## config.mk

```make
export PLATFORM = sky130hd
export DESIGN_NAME = sl_perceptron_top
export DESIGN_NICKNAME = d
export VERILOG_FILES = /design/src/rtl/sl_perceptron_top.sv
export SDC_FILE = /design/constraint.sdc
export NUM_CORES = 2
export LEC_CHECK = 0
export ABC_AREA = 1
export CAP_MARGIN = 10
export CORE_ASPECT_RATIO = 1.25
export CORE_UTILIZATION = 45
export DETAILED_ROUTE_END_ITERATION = 7
export GPL_TIMING_DRIVEN = 0
export SETUP_SLACK_MARGIN = 0.02
export SYNTH_ARGS = -nofsm -noshare
export SYNTH_HDL_FRONTEND = slang
export SYNTH_SLANG_ARGS = --single-unit
```

## constraint.sdc

```tcl
create_clock -name clk -period 13.9 [get_ports clk]
set_input_delay 4.17 -clock clk [delete_from_list [all_inputs] [get_ports clk]]
set_output_delay 4.17 -clock clk [all_outputs]
set_load 0.01 [all_outputs]
```

## src/rtl/sl_perceptron_top.sv

```systemverilog
// ---------------------------------------------------------------------------
// sl_perceptron_top
//
// Single-layer perceptron accelerator. One weight vector lives in a small
// memory-mapped register array. A data vector is streamed in DATA_IN_LANES
// elements per beat, and the dot product of data and weights is accumulated.
// When the vector completes, the sum and a threshold comparison are published
// on the status outputs, where they hold until the next vector completes.
//
// Ports
//   clk                   single clock, rising edge
//   rst_n                 synchronous reset, active HIGH despite the name
//   data_valid / data_in  streaming data beat; lane i = data_in[8i+7:8i]
//   mem_wen / mem_ren     weight write / read strobes
//   mem_addr              byte address; weight 0 sits at SRAM_BASE_ADDRESS
//   mem_wdata / mem_rdata weight write data / registered read data
//   cfg_ai_threshold      comparator threshold, sampled when a vector finishes
//   status_ai_sum         last completed dot product
//   status_ai_comparator  1 when status_ai_sum > cfg_ai_threshold
// ---------------------------------------------------------------------------

// ---------------------------------------------------------------------------
// sl_perceptron_mac
//
// Dot-product engine and its control FSM. The incoming beat is registered
// once before it reaches the multipliers, so the last beat sampled at edge T
// is folded into the accumulator at T+1, published at T+2, and the two-clock
// delayed state (c_state_del2) reads DONE after T+4.
//
// Ports
//   clk, srst        clock and synchronous active-high reset
//   beat_valid       data beat valid this cycle
//   beat_data        DATA_IN_LANES packed unsigned elements
//   weights          full weight vector (read combinationally per lane)
//   threshold        comparator threshold
//   sum_out          last completed dot product
//   comp_out         sum_out > threshold, strict
// ---------------------------------------------------------------------------
module sl_perceptron_mac #(
  parameter int DATA_IN_LANES = 4,
  parameter int DATA_IN_WIDTH = 8,
  parameter int WEIGHTS_WIDTH = 8,
  parameter int VECTOR_LENGTH = 64,
  parameter int SUM_WIDTH     = 22
) (
  input  logic                                   clk,
  input  logic                                   srst,
  input  logic                                   beat_valid,
  input  logic [DATA_IN_LANES*DATA_IN_WIDTH-1:0] beat_data,
  input  logic [WEIGHTS_WIDTH-1:0]               weights [VECTOR_LENGTH],
  input  logic [SUM_WIDTH-1:0]                   threshold,
  output logic [SUM_WIDTH-1:0]                   sum_out,
  output logic                                   comp_out
);

  localparam int BEATS = VECTOR_LENGTH / DATA_IN_LANES;
  localparam int CNT_W = (BEATS > 1) ? $clog2(BEATS) : 1;
  localparam int IDX_W = (VECTOR_LENGTH > 1) ? $clog2(VECTOR_LENGTH) : 1;
  localparam int PROD_W = DATA_IN_WIDTH + WEIGHTS_WIDTH;

  typedef enum logic [1:0] {
    IDLE  = 2'd0,
    ACC   = 2'd1,
    FINAL = 2'd2,
    DONE  = 2'd3
  } state_t;

  // Registered input beat
  logic                                   beat_valid_q, beat_valid_d;
  logic [DATA_IN_LANES*DATA_IN_WIDTH-1:0] beat_data_q, beat_data_d;

  // Datapath / control state
  state_t                 state_q, state_d;
  logic [SUM_WIDTH-1:0]   acc_q, acc_d;
  logic [CNT_W-1:0]       cnt_q, cnt_d;
  logic [SUM_WIDTH-1:0]   sum_q, sum_d;
  logic                   comp_q, comp_d;

  // State history; c_state_del2 is the externally observed result-ready tap
  state_t                 state_del1_q;
  state_t                 c_state_del2;

  // Per-lane products
  logic [IDX_W-1:0]       lane_idx [DATA_IN_LANES];
  logic [PROD_W-1:0]      lane_prod [DATA_IN_LANES];
  logic [SUM_WIDTH-1:0]   partial;

  // Beat k uses weights k*LANES .. k*LANES+LANES-1; cnt_q is k for the beat
  // currently sitting in the input register.
  genvar gi;
  generate
    for (gi = 0; gi < DATA_IN_LANES; gi++) begin : g_lane
      logic [DATA_IN_WIDTH-1:0] lane_data;
      assign lane_data     = beat_data_q[gi*DATA_IN_WIDTH +: DATA_IN_WIDTH];
      assign lane_idx[gi]  = IDX_W'(int'(cnt_q) * DATA_IN_LANES + gi);
      assign lane_prod[gi] = PROD_W'(lane_data) * PROD_W'(weights[lane_idx[gi]]);
    end
  endgenerate

  always_comb begin
    partial = '0;
    for (int i = 0; i < DATA_IN_LANES; i++) begin
      partial = partial + SUM_WIDTH'(lane_prod[i]);
    end
  end

  always_comb begin
    beat_valid_d = beat_valid;
    beat_data_d  = beat_data;
  end

  always_comb begin
    state_d = state_q;
    acc_d   = acc_q;
    cnt_d   = cnt_q;
    sum_d   = sum_q;
    comp_d  = comp_q;
    case (state_q)
      IDLE: begin
        if (beat_valid_q) begin
          acc_d   = partial;
          cnt_d   = CNT_W'(1);
          state_d = (BEATS == 1) ? FINAL : ACC;
        end
      end
      ACC: begin
        // Gaps in the stream simply hold the accumulator in place
        if (beat_valid_q) begin
          acc_d = acc_q + partial;
          cnt_d = cnt_q + CNT_W'(1);
          if (cnt_q == CNT_W'(BEATS - 1)) begin
            state_d = FINAL;
          end
        end
      end
      FINAL: begin
        sum_d   = acc_q;
        comp_d  = (acc_q > threshold);
        state_d = DONE;
      end
      DONE: begin
        acc_d   = '0;
        cnt_d   = '0;
        state_d = IDLE;
      end
      default: begin
        state_d = IDLE;
      end
    endcase
  end

  always_ff @(posedge clk) begin
    if (srst) begin
      beat_valid_q <= 1'b0;
      beat_data_q  <= '0;
      state_q      <= IDLE;
      acc_q        <= '0;
      cnt_q        <= '0;
      sum_q        <= '0;
      comp_q       <= 1'b0;
      state_del1_q <= IDLE;
      c_state_del2 <= IDLE;
    end else begin
      beat_valid_q <= beat_valid_d;
      beat_data_q  <= beat_data_d;
      state_q      <= state_d;
      acc_q        <= acc_d;
      cnt_q        <= cnt_d;
      sum_q        <= sum_d;
      comp_q       <= comp_d;
      state_del1_q <= state_q;
      c_state_del2 <= state_del1_q;
    end
  end

  // DONE always returns to IDLE, so the delayed tap can only read DONE one
  // cycle after the single-delayed copy has moved on to IDLE.
  a_done_then_idle: assert property (@(posedge clk) disable iff (srst)
    (c_state_del2 == DONE) |-> (state_del1_q == IDLE));

  assign sum_out  = sum_q;
  assign comp_out = comp_q;

endmodule

module sl_perceptron_top #(
  parameter int          DATA_IN_LANES     = 4,
  parameter int          DATA_IN_WIDTH     = 8,
  parameter int          MEM_ADDR_WIDTH    = 16,
  parameter int          WEIGHTS_WIDTH     = 8,
  parameter int          VECTOR_LENGTH     = 64,
  parameter int          SUM_WIDTH         = 22,
  parameter int unsigned SRAM_BASE_ADDRESS = 'h1000
) (
  input  logic                                   clk,
  input  logic                                   rst_n,
  input  logic                                   data_valid,
  input  logic [DATA_IN_LANES*DATA_IN_WIDTH-1:0] data_in,
  input  logic                                   mem_wen,
  input  logic                                   mem_ren,
  input  logic [MEM_ADDR_WIDTH-1:0]              mem_addr,
  input  logic [WEIGHTS_WIDTH-1:0]               mem_wdata,
  output logic [WEIGHTS_WIDTH-1:0]               mem_rdata,
  input  logic [SUM_WIDTH-1:0]                   cfg_ai_threshold,
  output logic [SUM_WIDTH-1:0]                   status_ai_sum,
  output logic                                   status_ai_comparator
);

  localparam int IDX_W = (VECTOR_LENGTH > 1) ? $clog2(VECTOR_LENGTH) : 1;

  // rst_n is active high; give it an honest name internally
  logic srst;
  assign srst = rst_n;

  // Weight storage: plain registers so every lane can read in parallel.
  // Deliberately not reset; weights survive a reset of the engine.
  logic [WEIGHTS_WIDTH-1:0] weight_q [VECTOR_LENGTH];

  logic [MEM_ADDR_WIDTH-1:0] addr_off;
  logic                      addr_ok;
  logic [IDX_W-1:0]          mem_idx;
  logic [WEIGHTS_WIDTH-1:0]  rdata_q, rdata_d;

  // Window check done on the full address so addresses below the base or
  // beyond the vector never alias onto a real weight.
  assign addr_off = mem_addr - MEM_ADDR_WIDTH'(SRAM_BASE_ADDRESS);
  assign addr_ok  = (mem_addr >= MEM_ADDR_WIDTH'(SRAM_BASE_ADDRESS)) &&
                    (addr_off < MEM_ADDR_WIDTH'(VECTOR_LENGTH));
  assign mem_idx  = addr_off[IDX_W-1:0];

  always_ff @(posedge clk) begin
    if (mem_wen && addr_ok) begin
      weight_q[mem_idx] <= mem_wdata;
    end
  end

  // Registered read; a simultaneous write to the same index returns the old
  // contents because both sample weight_q before the edge updates it.
  always_comb begin
    rdata_d = rdata_q;
    if (mem_ren) begin
      rdata_d = addr_ok ? weight_q[mem_idx] : '0;
    end
  end

  always_ff @(posedge clk) begin
    if (srst) begin
      rdata_q <= '0;
    end else begin
      rdata_q <= rdata_d;
    end
  end

  assign mem_rdata = rdata_q;

  sl_perceptron_mac #(
    .DATA_IN_LANES (DATA_IN_LANES),
    .DATA_IN_WIDTH (DATA_IN_WIDTH),
    .WEIGHTS_WIDTH (WEIGHTS_WIDTH),
    .VECTOR_LENGTH (VECTOR_LENGTH),
    .SUM_WIDTH     (SUM_WIDTH)
  ) mac_processor (
    .clk        (clk),
    .srst       (srst),
    .beat_valid (data_valid),
    .beat_data  (data_in),
    .weights    (weight_q),
    .threshold  (cfg_ai_threshold),
    .sum_out    (status_ai_sum),
    .comp_out   (status_ai_comparator)
  );

endmodule

```

# Word level (Yosys, flattened, before mapping)
# Cells that the tools add are included.
[op_classes]
n_addsub = 9
mul = 4
order_cmp = 9
n_eq_ne = 7
muxes = 29
n_bitwise = 5
reduce_logical = 7
[ops]
columns = ["cell", "n"]
rows = [
  ["$bwmux 512", 1],
  ["$bmux 8 s6", 5],
  ["$mux 8", 12],
  ["$pmux 22 s3", 1],
  ["$mul 8x8->16", 4],
  ["$demux 8 s6", 1],
  ["$add 22x16->22", 2],
  ["$mux 22", 2],
  ["$ge 7x7->1 const B", 5],
  ["$not 6->7", 5],
  ["$add 22x22->22", 1],
  ["$gt 22x22->1", 1],
  ["$add 16x16->17", 1],
  ["$ge 16x13->1 const B", 1],
  ["$lt 16x7->1 const B", 1],
  ["$sub 16x13->16 const B", 1],
  ["$add 6x2->6 const B", 2],
  ["$pmux 4 s3", 1],
  ["$mux 4", 2],
  ["$pmux 2 s4", 1],
  ["$lt 7x1->1 const B", 1],
  ["$add 6x1->6 const B", 1],
  ["$mux 2", 3],
  ["$ne 2x1->1 const B", 3],
  ["8 further kinds", 12],
]
[totals]
regBits = 604
inputBits = 83
word_cells = 142

# Logic depth before layout (Yosys ltp)
[depth]
depth_word = 12
mapped_depth = 60
mapped_depth_nobuf = 56

# Modules after synthesis
# Synthesis repeated with hierarchy kept, for this count alone.
[unflattened]
hier_cells = 4790
hier_area_um2 = 40343.7
[by_module_without_submodules]
columns = ["module", "instances", "cells_each", "area_each_um2", "seq_area_each_um2"]
rows = [
  ["sl_perceptron_top", 1, 2058, 21908.5, 15534.9],
  ["sl_perceptron_mac", 1, 2732, 18435.2, 1681.6],
]

# Worst setup path after synthesis
# No wires, ideal clock.
[synth_timing]
path_kind = "register to register"
from = "register mac_processor.cnt_q[0]"
to = "register mac_processor.acc_q[11]"
setup_ps = 117
t_arrival_ps = 9735
path_slack_ps = 4048
stages_incl_launch_ff = 46
n_path_buf = 4
synth_period_minus_slack_ps = 9852
cell_sequence = "dfxtp_1 buf_4 inv_2 buf_6 buf_6 buf_6 o21ai_1 o22ai_1 a22o_1 inv_1 nand2_1 inv_2 nor2_1 fa_1 inv_1 fa_1 inv_1 fa_1 (+10 left out) fa_1 fa_1 fa_1 inv_1 ha_1 a21oi_1 o21ai_0 a21oi_1 or2_2 and2_1 ha_1 nand2_1 inv_1 a21oi_1 nand2_1 or2_2 a21oi_1 nor2_1"
[synth_via]
elab_chain_cells = 12
[synth_lines]
columns = ["element", "line_no", "source"]
rows = [
  ["start, declared", "75", "logic [CNT_W-1:0] cnt_q, cnt_d;"],
  ["start signal, assigned", "168", "cnt_q <= cnt_d;"],
  ["$add 6x1->6", "95", "assign lane_idx[gi] = IDX_W'(int'(cnt_q) * DATA_IN_LANES + gi);"],
  ["$not 6->7 (implied by the code)", "96", "assign lane_prod[gi] = PROD_W'(lane_data) * PROD_W'(weights[lane_idx[gi]]);"],
  ["$bmux 8 s6", "96", ""],
  ["$mux 8 (implied by the code) (2 in series)", "96", ""],
  ["$mul 8x8->16", "96", ""],
  ["$add 16x16->17", "103", "partial = partial + SUM_WIDTH'(lane_prod[i]);"],
  ["$add 22x16->22", "103", ""],
  ["$add 22x16->22 (*)", "103", ""],
  ["$add 22x22->22", "129", "acc_d = acc_q + partial;"],
  ["$mux 22", "128", "if (beat_valid_q) begin"],
  ["$pmux 22 s3 (*)", "118", "case (state_q)"],
  ["end signal, assigned", "157", "acc_q <= '0;"],
  ["end signal, assigned", "167", "acc_q <= acc_d;"],
  ["end, declared", "74", "logic [SUM_WIDTH-1:0] acc_q, acc_d;"],
]
# Every way passes the cells marked *; elsewhere a longest branch is shown, timed or not. The select of a mux whose other input is x is not followed.
# A chain may end at the register's enable or synchronous reset.

# Worst setup path after layout
[layout_timing]
from = "register mac_processor.cnt_q[0]"
to = "register mac_processor.acc_q[13]"
# Same word-level chain as after synthesis.

==> flow_summary.yaml <==
place:
  hpwlAfterDp_um: 159000
  io_buffers: 107
  place.gp.congestion: 1.15
yosys:
  muxShareOfSynthArea_pct: 0
  syn-num-nets: 5456
  syn_area_per_cell_sq_um: 8.25
  seq_area_frac_synth_pct: 42.0
  post_synth_xor_area_fraction_pct: 0.448
  synthCells: 4977
  synth_area_sq_mm: 0.0410
  synth_compound_area_share_pct: 12.0
  synthSimpleGateAreaFrac_pct: 20.0
  ys_warn_count: 0
  synth-seq-cells: 604
  synth_fa_ha_area_share_pct: 15.9
  synth_top_family_by_area: "simple AND/OR/NAND/NOR gates"
  synth.distinct_cells: 49
clock_network:
  cts_tree: "yes"
  clock_sinks: 604
  ctsHtreeMaxLevel: 3
  postCtsHoldBufs: 0
  clockBufferDepth: 3
  clk_pin_slew_ns: 0.06
  cts_resized: 0
  clk_latency_ns: 0.68
  clk_root_buffer_cell: "clkbuf_16"
  cts-buffers-inserted: 70
  post-cts-setup-buffers: 0
setup_path:
  crit_type: "reg2reg"
  crit_required_ns: 14.45
  cp_common_cell: "fa_1"
  crit_buf_inv: 10
  crit_path_end_kind: "flip-flop"
  cp_top_family: "adder cells"
  slowest_delay_ns: 0.76
  cp_slowest_cell: "clkbuf_1"
  worstPathArrival_ns: 13.52
  start_kind: "flip-flop"
  path_max_fanout: 10
final_layout:
  syn2layout_area_growth_pct: 12.8
  drive_above_1_share_pct: 6.04
  final_nets: 5657
  n_fill_cell: 8973
die:
  num_io_pins: 114
  rows: 123
  die_area_sq_mm: 0.0924
  die_height_um: 340
  die_w_um: 272
  core-area_sq_mm: 0.0902
  start_util_pct: 45.5
timing:
  fin_crit_sh_pct: 93.3
  skew_ns: 0.0371
  fmax_ghz: 0.0771
  rsz0062_at_grt: "false"
  tightestPinTransition_ns: 1.37
  hold_viol: 0
  slew_headroom_pct: 8.38
  drv_slew: 0
  setup_viol_count_final: 0
  tns_ns: 0
  post-route-min-period_ns: 12.97
routing:
  wl_per_cell_um: 32.9
  wl_um: 211000
  postRouteAntennaNets: 0
  first_pass_iters: 8
  drt_iter0_drc: 5381
  vias_per_cell: 6.02
  drc_errors: 16
  vias: 38700
grt:
  gr-usage-all-layers_pct: 45.4
  grt_pass1_wl_um: 285000
  antenna_found_initial: 19
  grt_pass1_vias: 36900
  grt.overflow.total: 0
  grt_max_degree: 65
flow_run:
  max_cap_viol_count: 0
hold_path:
  hold_class: "reg2reg"
run_status:
  status: "finished with violations"
  violations: "DRC"
[sequential cells by signal, indices dropped and copies added (netlist names)]
register / cells
mac_processor.beat_valid_q: 1
mac_processor.sum_out: 22
mac_processor.state_q: 2
mac_processor.comp_out: 1
mac_processor.beat_data_q: 32
mem_rdata: 8
mac_processor.acc_q: 22
mac_processor.cnt_q: 4
weight_q: 512
[kinds of logic (layout without fill, tap and decap cells)]
family	Yosys count	count (layout)
other	0	10
AO/OA/AOI/OAI	910	910
XOR/XNOR	21	21
AND/OR/NAND/NOR	2067	2067
adder cells (fa/ha/maj)	396	396
flip-flops	604	604
buffers and inverters	979	1232
[layer usage]
layer	vias up	global-route usage [%]	wire [um]
met5	-	0.361	156
met4	18	45.1	25900
met3	1000	13.7	22100
met2	2757	70.2	93400
met1	18500	48.7	69600
li1	16400	-	-
[path summary, 6_finish.rpt]
kind / from / endpoint / slack, ns / depth (start not counted)
hold / removal: mem_rdata[0] / mem_rdata[0] / 0.49 / 2
setup / recovery: mac_processor.cnt_q[0] / mac_processor.acc_q[13] / 0.93 / 46
setup reg to reg: mac_processor.cnt_q[0] / mac_processor.acc_q[13] / 0.93 / 46
hold reg to reg: mem_rdata[0] / mem_rdata[0] / 0.49 / 2
[layout by cell type (no fill, tap or decap), types with 10 or more instances in the layout]
| cell | synthesis | final |
|---|---|---|
| a21oi_1 | 279 | 279 |
| a31oi_1 | 11 | 11 |
| and2_1 | 12 | 12 |
| buf_1 | 23 | 23 |
| buf_2 | 76 | 77 |
| buf_4 | 26 | 35 |
| buf_6 | 18 | 22 |
| bufinv_16 | 0 | 10 |
| clkbuf_1 | 85 | 93 |
| clkbuf_16 | 0 | 71 |
| clkdlybuf4s50_1 | 0 | 99 |
| clkinv_1 | 6 | 16 |
| clkinv_2 | 0 | 11 |
| dfxtp_1 | 92 | 92 |
| diode_2 | 0 | 10 |
| edfxtp_1 | 512 | 512 |
| fa_1 | 211 | 211 |
| ha_1 | 185 | 185 |
| inv_1 | 723 | 723 |
| inv_2 | 22 | 22 |
| nand2_1 | 1189 | 1189 |
| nand3_1 | 120 | 120 |
| nand4_1 | 20 | 20 |
| nor2_1 | 660 | 660 |
| nor3_1 | 13 | 12 |
| o211ai_1 | 16 | 16 |
| o21ai_0 | 495 | 490 |
| o21ai_1 | 26 | 30 |
| o21bai_1 | 11 | 11 |
| o221ai_1 | 14 | 14 |
| o22ai_1 | 29 | 29 |
| xor2_1 | 15 | 15 |
[Yosys cell counts (all sizes together)]
library cell	number	area, sq um
nand2	1197	4510
inv	745	2800
nor2	663	2510
o21ai	521	2610
edfxtp	512	15400
a21oi	281	1430
fa	211	4220
ha	185	2310
buf	143	865
nand3	120	601
dfxtp	92	1840
clkbuf	85	319
o22ai	29	181
or2	26	163
nand4	20	125
nor3	20	141
a31oi	18	200
o211ai	16	120
xor2	15	131
o221ai	14	123
and2	12	75.1
o21bai	11	82.6
a22o	8	70.1
clkinv	6	22.5
xnor2	6	52.6
nand3b	4	30.0
a21o	3	22.5
o21a	3	22.5
a211oi	2	15.0
and3	2	12.5
nor4	2	12.5
o31ai	2	15.0
a22oi	1	7.51
nor3b	1	7.51
o2bb2ai	1	8.76
[worst reg2reg max path, delay by kind of cell, from the launching register on]
family          cells  cell delay [ns]
flops               1             0.34
buf+inv            10             1.74
fa+ha+maj          13             6.12
simple gates       15             2.70
compound gates      7             1.48
xor+xnor            1             0.47
[layout make-up]
class                           count  area, sq um  share of cell area [%]
Multi-Input combinational cell   3394        19800                    42.8
Sequential cell                   604        17200                    37.2
Inverter                          751         2820                    6.09
Clock buffer                       80         1810                    3.91
Tap cell                         1187         1490                    3.21
Timing Repair Buffer              129         1390                    2.99
Buffer                            228         1180                    2.56
Clock inverter                     44          534                    1.15
Antenna cell                       10         25.0                  0.0541
[metrics by stage]
step | utilization, % | setup WS (ns) | hold slack [ns] | cell area, sq um | cells
final | 51.3 | 0.930 | 0.494 | 46300 | 6427
after global routing | 51.3 | 0.560 | 0.496 | 46300 | 6417
after CTS | 51.1 | 1.39 | 0.489 | 46100 | 6405
after detailed placement | 48.5 | 1.46 | 0.479 | 43800 | 6281
after global placement | 48.3 | 1.48 | 0.457 | 43600 | 6271
after floorplan | - | 4.05 | 0.452 | 41000 | 4977
Power is not shown: default switching activity piles up to over one toggle a cycle in this logic, so the estimate is an artifact.
